==> src/rtl/telemetry_tx_scheduler_pkg.sv <==
// Shared constants, state encoding and snapshot layout for the telemetry
// transmit scheduler.
package telemetry_tx_scheduler_pkg;

  localparam int unsigned FRAME_LEN   = 9;
  localparam int unsigned ACK_TIMEOUT = 16;
  localparam logic [7:0]  LOG_HDR     = 8'hA5;
  localparam logic [7:0]  ALARM_HDR   = 8'h5A;

  localparam int unsigned BYTE_W = 8;
  localparam int unsigned IDX_W  = $clog2(FRAME_LEN);
  localparam int unsigned TMR_W  = $clog2(ACK_TIMEOUT + 1);
  localparam int unsigned CNT_W  = 8;

  typedef enum logic [1:0] {
    ST_IDLE,
    ST_SEND,
    ST_WAIT_ACK,
    ST_WAIT_DONE
  } state_t;

  typedef struct packed {
    logic [7:0] hdr;
    logic       shutdown;
    logic       alarm;
    logic [7:0] temp;
    logic [5:0] seconds;
    logic [5:0] minutes;
    logic [4:0] hours;
    logic [4:0] days;
    logic [3:0] months;
  } snapshot_t;

  // Frame byte at position idx; the last slot carries the running checksum.
  function automatic logic [BYTE_W-1:0] frame_byte(input snapshot_t s,
                                                   input logic [IDX_W-1:0] idx,
                                                   input logic [BYTE_W-1:0] csum);
    logic [BYTE_W-1:0] b;
    case (idx)
      IDX_W'(0): b = s.hdr;
      IDX_W'(1): b = {6'b0, s.shutdown, s.alarm};
      IDX_W'(2): b = s.temp;
      IDX_W'(3): b = {2'b0, s.seconds};
      IDX_W'(4): b = {2'b0, s.minutes};
      IDX_W'(5): b = {3'b0, s.hours};
      IDX_W'(6): b = {3'b0, s.days};
      IDX_W'(7): b = {4'b0, s.months};
      default:   b = csum;
    endcase
    return b;
  endfunction

endpackage

==> src/rtl/telemetry_tx_scheduler_if.sv <==
// Byte-wide start/busy handshake between the scheduler and the UART transmitter.
interface telemetry_tx_scheduler_if;

  logic [7:0] tx_data;
  logic       tx_start;
  logic       tx_busy;

  modport master (output tx_data, output tx_start, input tx_busy);
  modport slave  (input tx_data, input tx_start, output tx_busy);

endinterface

==> src/rtl/telemetry_tx_scheduler_frame_builder.sv <==
// Holds the frame snapshot and running checksum; muxes out the byte at idx.
module telemetry_tx_scheduler_frame_builder
  import telemetry_tx_scheduler_pkg::*;
(
  input  logic              clk,
  input  logic              reset,
  input  logic              i_load,
  input  snapshot_t         i_snap,
  input  logic [IDX_W-1:0]  i_idx,
  input  logic              i_accum,
  output logic [BYTE_W-1:0] o_byte_c
);

  snapshot_t         r_snap;
  logic [BYTE_W-1:0] r_csum;
  logic [BYTE_W-1:0] w_byte;

  assign w_byte   = frame_byte(r_snap, i_idx, r_csum);
  assign o_byte_c = w_byte;

  // Checksum restarts on every snapshot and absorbs each byte as it is sent.
  always_ff @(posedge clk) begin
    if (reset) begin
      r_snap <= '0;
      r_csum <= '0;
    end else if (i_load) begin
      r_snap <= i_snap;
      r_csum <= '0;
    end else if (i_accum) begin
      r_csum <= r_csum ^ w_byte;
    end
  end

endmodule

==> src/rtl/telemetry_tx_scheduler.sv <==
// Arbitrates log/alarm frame requests and feeds frames byte-by-byte to the
// shared UART transmitter with an ack timeout.
module telemetry_tx_scheduler
  import telemetry_tx_scheduler_pkg::*;
(
  input  logic                      clk,
  input  logic                      reset,
  input  logic                      pulse,
  input  logic                      alarm,
  input  logic                      shutdown,
  input  logic [7:0]                temp,
  input  logic [5:0]                seconds,
  input  logic [5:0]                minutes,
  input  logic [4:0]                hours,
  input  logic [4:0]                days,
  input  logic [3:0]                months,
  telemetry_tx_scheduler_if.master  tx_bus,
  output logic                      frame_active,
  output logic                      frame_abort,
  output logic [CNT_W-1:0]          drop_count
);

  state_t            r_state, w_state_nxt;
  logic [IDX_W-1:0]  r_idx, w_idx_nxt;
  logic [TMR_W-1:0]  r_timer, w_timer_nxt;
  logic [BYTE_W-1:0] r_tx_data, w_tx_data_nxt;
  logic              r_tx_start, w_tx_start_nxt;
  logic              r_frame_active, w_frame_active_nxt;
  logic              r_frame_abort, w_frame_abort_nxt;
  logic [CNT_W-1:0]  r_drop_count;
  logic              r_alarm_q, r_log_pend, r_alarm_pend;

  logic              w_pulse_ok, w_alarm_edge, w_alarm_any, w_log_any;
  logic              w_take_alarm, w_take_log, w_load, w_accum;
  logic [BYTE_W-1:0] w_byte;
  snapshot_t         w_snap;

  // A same-cycle request counts as pending so IDLE can accept it immediately.
  assign w_pulse_ok   = pulse & ~shutdown;
  assign w_alarm_edge = alarm & ~r_alarm_q;
  assign w_alarm_any  = r_alarm_pend | w_alarm_edge;
  assign w_log_any    = r_log_pend | w_pulse_ok;
  assign w_load       = w_take_alarm | w_take_log;

  assign w_snap = '{hdr:      (w_take_alarm ? ALARM_HDR : LOG_HDR),
                    shutdown: shutdown,
                    alarm:    alarm,
                    temp:     temp,
                    seconds:  seconds,
                    minutes:  minutes,
                    hours:    hours,
                    days:     days,
                    months:   months};

  telemetry_tx_scheduler_frame_builder u_tx_frame_builder (
    .clk      (clk),
    .reset    (reset),
    .i_load   (w_load),
    .i_snap   (w_snap),
    .i_idx    (r_idx),
    .i_accum  (w_accum),
    .o_byte_c (w_byte)
  );

  always_comb begin
    w_state_nxt        = r_state;
    w_idx_nxt          = r_idx;
    w_timer_nxt        = r_timer;
    w_tx_data_nxt      = r_tx_data;
    w_tx_start_nxt     = 1'b0;
    w_frame_active_nxt = r_frame_active;
    w_frame_abort_nxt  = 1'b0;
    w_take_alarm       = 1'b0;
    w_take_log         = 1'b0;
    w_accum            = 1'b0;
    case (r_state)
      ST_IDLE: begin
        if (w_alarm_any) begin
          w_take_alarm = 1'b1;
        end else if (w_log_any) begin
          w_take_log = 1'b1;
        end
        if (w_alarm_any || w_log_any) begin
          w_idx_nxt          = '0;
          w_frame_active_nxt = 1'b1;
          w_state_nxt        = ST_SEND;
        end
      end
      ST_SEND: begin
        if (!tx_bus.tx_busy) begin
          w_tx_data_nxt  = w_byte;
          w_tx_start_nxt = 1'b1;
          w_accum        = 1'b1;
          w_timer_nxt    = '0;
          w_state_nxt    = ST_WAIT_ACK;
        end
      end
      ST_WAIT_ACK: begin
        if (tx_bus.tx_busy) begin
          w_state_nxt = ST_WAIT_DONE;
        end else if (r_timer == TMR_W'(ACK_TIMEOUT - 1)) begin
          w_frame_abort_nxt  = 1'b1;
          w_frame_active_nxt = 1'b0;
          w_state_nxt        = ST_IDLE;
        end else begin
          w_timer_nxt = r_timer + TMR_W'(1);
        end
      end
      ST_WAIT_DONE: begin
        if (!tx_bus.tx_busy) begin
          if (r_idx == IDX_W'(FRAME_LEN - 1)) begin
            w_frame_active_nxt = 1'b0;
            w_state_nxt        = ST_IDLE;
          end else begin
            w_idx_nxt   = r_idx + IDX_W'(1);
            w_state_nxt = ST_SEND;
          end
        end
      end
      default: w_state_nxt = ST_IDLE;
    endcase
  end

  always_ff @(posedge clk) begin
    if (reset) begin
      r_state        <= ST_IDLE;
      r_idx          <= '0;
      r_timer        <= '0;
      r_tx_data      <= '0;
      r_tx_start     <= 1'b0;
      r_frame_active <= 1'b0;
      r_frame_abort  <= 1'b0;
      r_drop_count   <= '0;
      r_alarm_q      <= 1'b0;
      r_log_pend     <= 1'b0;
      r_alarm_pend   <= 1'b0;
    end else begin
      r_state        <= w_state_nxt;
      r_idx          <= w_idx_nxt;
      r_timer        <= w_timer_nxt;
      r_tx_data      <= w_tx_data_nxt;
      r_tx_start     <= w_tx_start_nxt;
      r_frame_active <= w_frame_active_nxt;
      r_frame_abort  <= w_frame_abort_nxt;
      r_alarm_q      <= alarm;
      // A slot freed this cycle can be refilled by a request in the same cycle.
      r_log_pend     <= w_take_log   ? (r_log_pend & w_pulse_ok)     : w_log_any;
      r_alarm_pend   <= w_take_alarm ? (r_alarm_pend & w_alarm_edge) : w_alarm_any;
      if (w_pulse_ok && r_log_pend && !w_take_log && (r_drop_count != '1)) begin
        r_drop_count <= r_drop_count + CNT_W'(1);
      end
    end
  end

  assign tx_bus.tx_data  = r_tx_data;
  assign tx_bus.tx_start = r_tx_start;
  assign frame_active    = r_frame_active;
  assign frame_abort     = r_frame_abort;
  assign drop_count      = r_drop_count;

endmodule

==> src/flat_wrapper.sv <==
// flat-port wrapper written by rule: the top's interface ports become plain ports
module telemetry_tx_scheduler_flat import telemetry_tx_scheduler_pkg::*;
  (clk, reset, pulse, alarm, shutdown, temp, seconds, minutes, hours, days, months, frame_active, frame_abort, drop_count, tx_bus_tx_data, tx_bus_tx_start, tx_bus_tx_busy);
  telemetry_tx_scheduler_if tx_bus_i ();
  input  logic clk;
  input  logic reset;
  input  logic pulse;
  input  logic alarm;
  input  logic shutdown;
  input  logic [7:0] temp;
  input  logic [5:0] seconds;
  input  logic [5:0] minutes;
  input  logic [4:0] hours;
  input  logic [4:0] days;
  input  logic [3:0] months;
  output logic frame_active;
  output logic frame_abort;
  output logic [CNT_W-1:0] drop_count;
  output wire logic [$bits(tx_bus_i.tx_data)-1:0] tx_bus_tx_data;
  output wire logic [$bits(tx_bus_i.tx_start)-1:0] tx_bus_tx_start;
  input wire logic [$bits(tx_bus_i.tx_busy)-1:0] tx_bus_tx_busy;
  assign tx_bus_tx_data = tx_bus_i.tx_data;
  assign tx_bus_tx_start = tx_bus_i.tx_start;
  assign tx_bus_i.tx_busy = tx_bus_tx_busy;
  telemetry_tx_scheduler u_core (.clk(clk), .reset(reset), .pulse(pulse), .alarm(alarm), .shutdown(shutdown), .temp(temp), .seconds(seconds), .minutes(minutes), .hours(hours), .days(days), .months(months), .tx_bus(tx_bus_i), .frame_active(frame_active), .frame_abort(frame_abort), .drop_count(drop_count));
endmodule
==> config.mk <==
export PLATFORM = sky130hd
export DESIGN_NAME = telemetry_tx_scheduler_flat
export DESIGN_NICKNAME = d
export VERILOG_FILES = /design/src/rtl/telemetry_tx_scheduler_pkg.sv /design/src/rtl/telemetry_tx_scheduler_if.sv /design/src/rtl/telemetry_tx_scheduler_frame_builder.sv /design/src/rtl/telemetry_tx_scheduler.sv /design/src/flat_wrapper.sv
export SDC_FILE = /design/constraint.sdc
export NUM_CORES = 1
export LEC_CHECK = 0
export CAP_MARGIN = 20
export CORE_ASPECT_RATIO = 1.4
export CORE_UTILIZATION = 33
export CTS_BUF_LIST = sky130_fd_sc_hd__clkbuf_4 sky130_fd_sc_hd__clkbuf_8
export DETAILED_ROUTE_END_ITERATION = 8
export PLACE_DENSITY = 0.53
export SLEW_MARGIN = 10
export SYNTH_ARGS = -nofsm -noshare
export SYNTH_HDL_FRONTEND = slang
export SYNTH_SLANG_ARGS = --single-unit
==> constraint.sdc <==
create_clock -name clk -period 2.77 [get_ports clk]
set_clock_uncertainty 0.2 [all_clocks]
set_input_delay 0.831 -clock clk [delete_from_list [all_inputs] [get_ports clk]]
set_output_delay 0.831 -clock clk [all_outputs]
set_load 0.03 [all_outputs]
==> qor.csv, run 1 <==
metric,value,unit
DR WL/cell,14.3,µm
post-layout util,0.442,
via count,3243,
Unique masters post-synth,57,
fin. max-slew vios,0,
"Data required, critical path",1740,ps
Worst Path Arrival,1520,ps
# hold bufs at CTS,0,
clock sink total,79,
Vias/cell,5.00,
drt total wl,9260,µm
DIE HEIGHT,125,µm
Crit. End Element,primary output,
Post-Synthesis Cells,439,
Antenna Diode Count,0,
Post-Syn Area per Cell,8.11,µm²
CP max stage cell,clkdlybuf4s50_1,
most instantiated cells after synthesis,"86 x nand2_1, 79 x dfxtp_1, 60 x a21oi_1",
final hold vios,0,
Least-Margin Pin Slew,815,ps
CTS H-Tree Depth,3,
Post-synth ARST share,0,
CTS buffer count,9,
synthesized flop and latch total,79,
placer congestion estimate,0.783,
Initial Utilization,0.342,
number of enable flip-flop cells after synthesis,0,
Rows,44,
CTS resizes,0,
reg-to-reg startpoint,u_core.r_idx[0]$_SDFFE_PP0P_,
clk slew on worst S/H paths,80,ps
min Tclk post-route,2560,ps
critical path class,register to primary output,
Max VDD drop,236,µV
Worst Hold Class,register to register,
Slowest Stage Delay on Critical Path,720,ps
ys flop type,dfxtp_1,
cell area after layout,4600,µm²
root buffer cell,clkbuf_8,
Worst-Skew Late Latency,360,ps
dpl ws,-15.0,ps
Ys Warns,0,
Top delay family on crit path,buffers and inverters,
status,"finished, final reports clean",
Startpoint Class,register,
Final WS setup,215,ps
f_max,391,MHz
Iter 0 DRT Violations,214,
first-pass GRT wire length,15000,µm
PortBufs,58,
Pwr Density,567,nW/µm²
Area contributors post-synth,"dfxtp_1 44%, nand2_1 9.1%, a21oi_1 8.4%",
postcts setup bufs,0,
initial antenna violation count,0,
remaining antenna violation count,0,
detailed placement HPWL,6620,µm
die width,89.8,µm
Lkg Pwr,0.00164,µW
Power Total,2610,µW
CP cell instances,clkdlybuf4s50_1,
final setup fails,0,
fin crit share,0.922,
filler instances,1059,
Core ar.,10400,µm²
number of global-route vias before repair,3075,
crit path launch,u_core.drop_count[4]$_SDFFE_PP0P_,
worst-case clock buffer depth,2,
"count leader, synth",nand2_1,
post-synthesis net count,486,
top cell type's share of synthesized area,0.444,
Boundary Pins,59,
# DRC,0,
Slew headroom,0.456,
CTS tree,yes,
final net count,553,
largest net degree at the start of global routing,47,
total grt overflow,0,
P&R area growth vs syn,29.3,%
Die Area,11200,µm²
"Seq/Total Area, Yosys",0.444,
RSZ-0062 raised after global routing,false,
Seq. cell area,1580,µm²
Max Cap Viol,0,
"Cell Area, Synth",3560,µm²
area taken by multi-input logic gates,1820,µm²
cell taking the most area after synthesis,dfxtp_1,
Hold Startpoint,u_core.tx_bus.tx_data[3]$_SDFFE_PP0P_,
CP max FO,8,
detailed-router iteration count before antenna repair,4,
placed inst area,4390,µm²
Total GRT Usage,0.169,
Hold WS,240,ps
WP buf/inv,1,
share of layout cells above drive strength 1,0.0959,
[worst min-delay path: cells and delay by family (launching register included)]
family | cells | cell delay [ps]
flops | 1 | 310
simple gates | 2 | 90
[area by class of cell]
class,count,share of cell area
repair buffers,83,0.171
clock inverters,5,0.0122
well taps,138,0.0375
flip-flops and latches,79,0.344
multi-input cells,324,0.395
inverters,9,0.00734
clock buffers,11,0.0329
[metal layers]
| layer | GRT usage | vias to the layer above | part of all wire |
|---|---|---|---|
| met4 | 0.0636 | 0 | 0.018 |
| met5 | 0 | - | 0 |
| met1 | 0.202 | 1501 | 0.44 |
| li1 | - | 1683 | - |
| met3 | 0.0440 | 11 | 0.032 |
| met2 | 0.290 | 48 | 0.51 |
[power breakdown]
group / internal (µW) / switching (µW)
combinational: 205 / 248
sequential: 1210 / 52.0
clock: 464 / 431
[per-stage QoR]
step	setup TNS [ps]	std cells
floorplan	0	439
global placement	-64.8	633
detailed placement	-32.0	633
CTS	0	649
global route	0	649
finish	0	649
[path summary, 6_finish.rpt]
check	depth (start not counted)	endpoint	slack [ps]
max	1	drop_count[4]	210
min	2	u_core.tx_bus.tx_data[3]$_SDFFE_PP0P_	240
max reg2reg	8	u_core.u_tx_frame_builder.r_csum[0]$_SDFFE_PP0P_	260
min reg2reg	2	u_core.tx_bus.tx_data[3]$_SDFFE_PP0P_	240
[cells in the final DEF (no fill, tap or decap), types with 3 or more instances in the layout]
master,instances
a211oi_1,6
a21o_1,3
a21oi_1,60
a22oi_1,9
a311oi_1,6
a31oi_1,3
buf_4,23
clkbuf_8,11
clkdlybuf4s50_1,57
dfxtp_1,79
ha_1,7
inv_1,9
mux2i_1,4
nand2_1,86
nand2b_1,5
nand3_1,8
nand4_1,3
nor2_1,46
nor2b_1,5
nor3_1,8
nor3b_1,3
o211ai_1,7
o21ai_0,9
xnor2_1,6
[kinds of logic after synthesis]
group / after synthesis / synth area share
DFF: 79 / 0.444
buffers and inverters: 36 / 0.0447
xor gates and xnor gates: 8 / 0.0197
AOI/OAI and AO/OA: 121 / 0.217
adders and majority gates: 7 / 0.0246
muxes: 6 / 0.0176
and+or+nand+nor: 182 / 0.232
[sequential cells by signal (all words and copies together), names as in the netlist]
| signal | cells |
|---|---|
| u_core.u_tx_frame_builder.r_csum | 8 |
| u_core.u_tx_frame_builder.r_snap | 38 |
| u_core.frame_active | 1 |
| u_core.r_alarm_q | 1 |
| u_core.frame_abort | 1 |
| u_core.r_alarm_pend | 1 |
| u_core.r_idx | 4 |
| u_core.r_log_pend | 1 |
| u_core.tx_bus.tx_data | 8 |
| u_core.tx_bus.tx_start | 1 |
| u_core.r_state | 2 |
| u_core.r_timer | 5 |
| u_core.drop_count | 8 |
Power figures use the tool's default switching activity.
==> run 2, diff against run 1 <==
--- a/config.mk
+++ b/config.mk
@@ -5,12 +5,13 @@
 export SDC_FILE = /design/constraint.sdc
 export NUM_CORES = 1
 export LEC_CHECK = 0
+export ABC_AREA = 1
 export CAP_MARGIN = 20
 export CORE_ASPECT_RATIO = 1.4
 export CORE_UTILIZATION = 33
 export CTS_BUF_LIST = sky130_fd_sc_hd__clkbuf_4 sky130_fd_sc_hd__clkbuf_8
 export DETAILED_ROUTE_END_ITERATION = 8
-export PLACE_DENSITY = 0.53
+export PLACE_DENSITY = 0.52
 export SLEW_MARGIN = 10
 export SYNTH_ARGS = -nofsm -noshare
 export SYNTH_HDL_FRONTEND = slang
==> qor.csv, run 2 <==
metric,value,unit,change
status,"finished, final reports clean",,unchanged
# hold bufs at CTS,0,,unchanged
setup tns final,0,ps,unchanged
CP Depth,1,,unchanged
CP max FO,8,,unchanged
Startpoint Class,register,,unchanged
die width,92,µm,was 89.8 µm
Die Area,11800,µm²,was 11200 µm²
"count leader, synth",nor2_1,,was nand2_1
cell taking the most area after synthesis,dfxtp_1,,unchanged
reg2reg setup slack,580,ps,was 260 ps
clk slew on worst S/H paths,80,ps,about the same
Post-Synthesis Cells,530,,was 439
f_max,388,MHz,was 391 MHz
filler instances,1195,,was 1059
DR WL/cell,12.2,µm,was 14.3 µm
first-pass GRT wire length,14900,µm,was 15000 µm
Clk pwr share,0.206,,was 0.343
PortBufs,58,,unchanged
root buffer cell,clkbuf_8,,unchanged
"Data required, critical path",1740,ps,about the same
fin. max-slew vios,0,,unchanged
Vias/cell,4.69,,was 5.00
WP buf/inv,1,,unchanged
clock sink total,79,,unchanged
critical path endpoint,drop_count[2],,was drop_count[4]
Lkg Pwr,0.00194,µW,was 0.00164 µW
worst-case clock buffer depth,2,,unchanged
via count,3426,,was 3243
area taken by multi-input logic gates,1840,µm²,was 1820 µm²
most instantiated cells after synthesis,"96 x nor2_1, 95 x nand2_1, 79 x dfxtp_1",,"was 86 x nand2_1, 79 x dfxtp_1, 60 x a21oi_1"
DIE HEIGHT,128,µm,was 125 µm
most frequent cells in the layout,"96 x nor2_1, 95 x nand2_1, 79 x dfxtp_1",,"was 86 x nand2_1, 79 x dfxtp_1, 60 x a21oi_1"
"Cell Area, Synth",3740,µm²,was 3560 µm²
Comb pwr share,0.348,,was 0.173
# DRC,0,,unchanged
initial antenna violation count,0,,unchanged
placed inst area,4460,µm²,was 4390 µm²
Area contributors post-synth,"dfxtp_1 42%, nor2_1 9.6%, nand2_1 9.5%",,"was dfxtp_1 44%, nand2_1 9.1%, a21oi_1 8.4%"
top cell type's share of synthesized area,0.423,,was 0.444
Initial Utilization,0.343,,was 0.342
largest net degree at the start of global routing,38,,was 47
R2R depth,10,,was 8
total grt overflow,0,,unchanged
final net count,634,,was 553
CTS buffer count,9,,unchanged
crit path launch,u_core.drop_count[2]$_SDFFE_PP0P_,,was u_core.drop_count[4]$_SDFFE_PP0P_
Power Total,3720,µW,was 2610 µW
reg-to-reg startpoint,u_core.r_idx[0]$_SDFFE_PP0P_,,unchanged
drt total wl,8920,µm,was 9260 µm
Pwr Density,803,nW/µm²,was 567 nW/µm²
cell area after layout,4630,µm²,was 4600 µm²
Boundary Pins,59,,unchanged
Total GRT Usage,0.161,,was 0.169
ys flop type,dfxtp_1,,unchanged
Psw,1390,µW,was 731 µW
most flop-heavy register,u_core.u_tx_frame_builder.r_snap,,unchanged
postcts setup bufs,0,,unchanged
placer congestion estimate,0.797,,was 0.783
Worst-Skew Late Latency,350,ps,was 360 ps
Antenna Diode Count,0,,unchanged
sequential share of power,0.447,,was 0.484
detailed placement HPWL,6770,µm,was 6620 µm
"most common cell after layout, fill and taps aside",nor2_1,,was nand2_1
CTS tree,yes,,unchanged
RSZ-0062 raised after global routing,false,,unchanged
P&R area growth vs syn,23.8,%,was 29.3%
"Seq/Total Area, Yosys",0.423,,was 0.444
final hold vios,0,,unchanged
Worst Hold Class,register to register,,unchanged
CP max stage cell,clkdlybuf4s50_1,,unchanged
Slew headroom,0.619,,was 0.456
fin crit share,0.930,,was 0.922
Post-synth ARST share,0,,unchanged
Post-Syn Area per Cell,7.06,µm²,was 8.11 µm²
CTS resizes,0,,unchanged
CTS H-Tree Depth,3,,unchanged
detailed-router iteration count before antenna repair,4,,unchanged
Largest register FFs,38,,unchanged
post-synthesis net count,577,,was 486
worst r2r dst,u_core.u_tx_frame_builder.r_csum[1]$_SDFFE_PP0P_,,was u_core.u_tx_frame_builder.r_csum[0]$_SDFFE_PP0P_
Crit. End Element,primary output,,unchanged
critical path class,register to primary output,,unchanged
remaining antenna violation count,0,,unchanged
synthesized flop and latch total,79,,unchanged
Sw Share,0.373,,was 0.280
share of layout cells above drive strength 1,0.0831,,was 0.0959
Max VDD drop,365,µV,was 236 µV
Pint,2330,µW,was 1880 µW
Slowest Stage Delay on Critical Path,720,ps,about the same
Least-Margin Pin Slew,570,ps,was 815 ps
number of global-route vias before repair,3108,,was 3075
Iter 0 DRT Violations,138,,was 214
Top delay family on crit path,buffers and inverters,,unchanged
Worst Path Arrival,1550,ps,was 1520 ps
final setup fails,0,,unchanged
min Tclk post-route,2580,ps,was 2560 ps
Max Cap Viol,0,,unchanged
Ys Warns,0,,unchanged
CP cell instances,clkdlybuf4s50_1,,unchanged
Unique masters post-synth,34,,was 57
Hold WS,265,ps,was 240 ps
number of enable flip-flop cells after synthesis,0,,unchanged
Rows,45,,was 44
Core ar.,10900,µm²,was 10400 µm²
Seq. cell area,1580,µm²,unchanged
[run 2: cell types whose count changed in the layout (fill, tap and decap cells not counted), sizes merged, moves of 6 or more]
cell	before	now
o211ai	7	1
nand3	8	54
nor2	46	105
a22oi	9	0
inv	9	50
buf	26	9
nor3	9	2
o21ai	9	46
nand2	86	101
a21oi	61	38
[run 2: worst min path at each step]
stage / startpoint / to / slack, ps / cells past startpoint
floorplan: u_core.u_tx_frame_builder.r_snap[20]$_SDFFE_PP0P_ / u_core.u_tx_frame_builder.r_snap[20]$_SDFFE_PP0P_ / 220 / 2
global placement: u_core.u_tx_frame_builder.r_csum[7]$_SDFFE_PP0P_ / u_core.u_tx_frame_builder.r_csum[7]$_SDFFE_PP0P_ / 250 / 2
detailed placement: u_core.tx_bus.tx_data[1]$_SDFFE_PP0P_ / u_core.tx_bus.tx_data[1]$_SDFFE_PP0P_ / 260 / 2
CTS: u_core.tx_bus.tx_data[1]$_SDFFE_PP0P_ / u_core.tx_bus.tx_data[1]$_SDFFE_PP0P_ / 270 / 2
global route: u_core.r_alarm_pend$_SDFF_PP0_ / u_core.r_alarm_pend$_SDFF_PP0_ / 280 / 2
finish: u_core.tx_bus.tx_data[1]$_SDFFE_PP0P_ / u_core.tx_bus.tx_data[1]$_SDFFE_PP0P_ / 270 / 2
[run 2: layout make-up]
type                    count  area share
flip-flops and latches     79       0.341
inverters                  50      0.0405
clock buffers              13      0.0359
clock inverters             1     0.00108
repair buffers             67       0.145
well taps                 141      0.0381
multi-input cells         380       0.398
[run 2: stage by stage]
stage                      util  setup WS (ps)  cells
after floorplan               -            718    530
after global placement    0.409            172    717
after detailed placement  0.409            146    717
after CTS                 0.424            187    731
after global routing      0.424            133    731
final                     0.424            194    731
[run 2: worst register-to-register path: stages (launching register included)]
cell	delay (ps)
dfxtp_1	420
inv_1	110
ha_1	370
nand3_1	200
nand2_2	80
nor2_4	230
nand2_4	110
nand3_1	170
nand3_1	100
nand2_1	60
nor2_1	30
[run 2: logic make-up (layout without fill, tap and decap cells)]
| kind of cell | after synthesis | after routing | share of synthesized area |
|---|---|---|---|
| AO/OA/AOI/OAI | 90 | 90 | 0.126 |
| buffers and inverters | 71 | 131 | 0.0846 |
| XOR/XNOR | 8 | 8 | 0.0187 |
| adder cells (fa/ha/maj) | 7 | 7 | 0.0234 |
| flip-flops | 79 | 79 | 0.423 |
| AND/OR/NAND/NOR | 275 | 275 | 0.325 |
[run 2: power by group through the flow]
stage,sequential (µW),clock [µW],combinational (µW)
2_1_floorplan,1660,0,931
3_3_place_gp,1680,0,1280
3_5_place_dp,1690,0,1310
4_1_cts,1670,797,1310
5_1_grt,1700,843,1480
6_report,1660,766,1290
[run 2: layer usage]
metal | part of all wire | global-route usage
met5 | 0 | 0
met4 | 0.022 | 0.0827
met3 | 0.025 | 0.0214
met2 | 0.51 | 0.274
met1 | 0.45 | 0.197
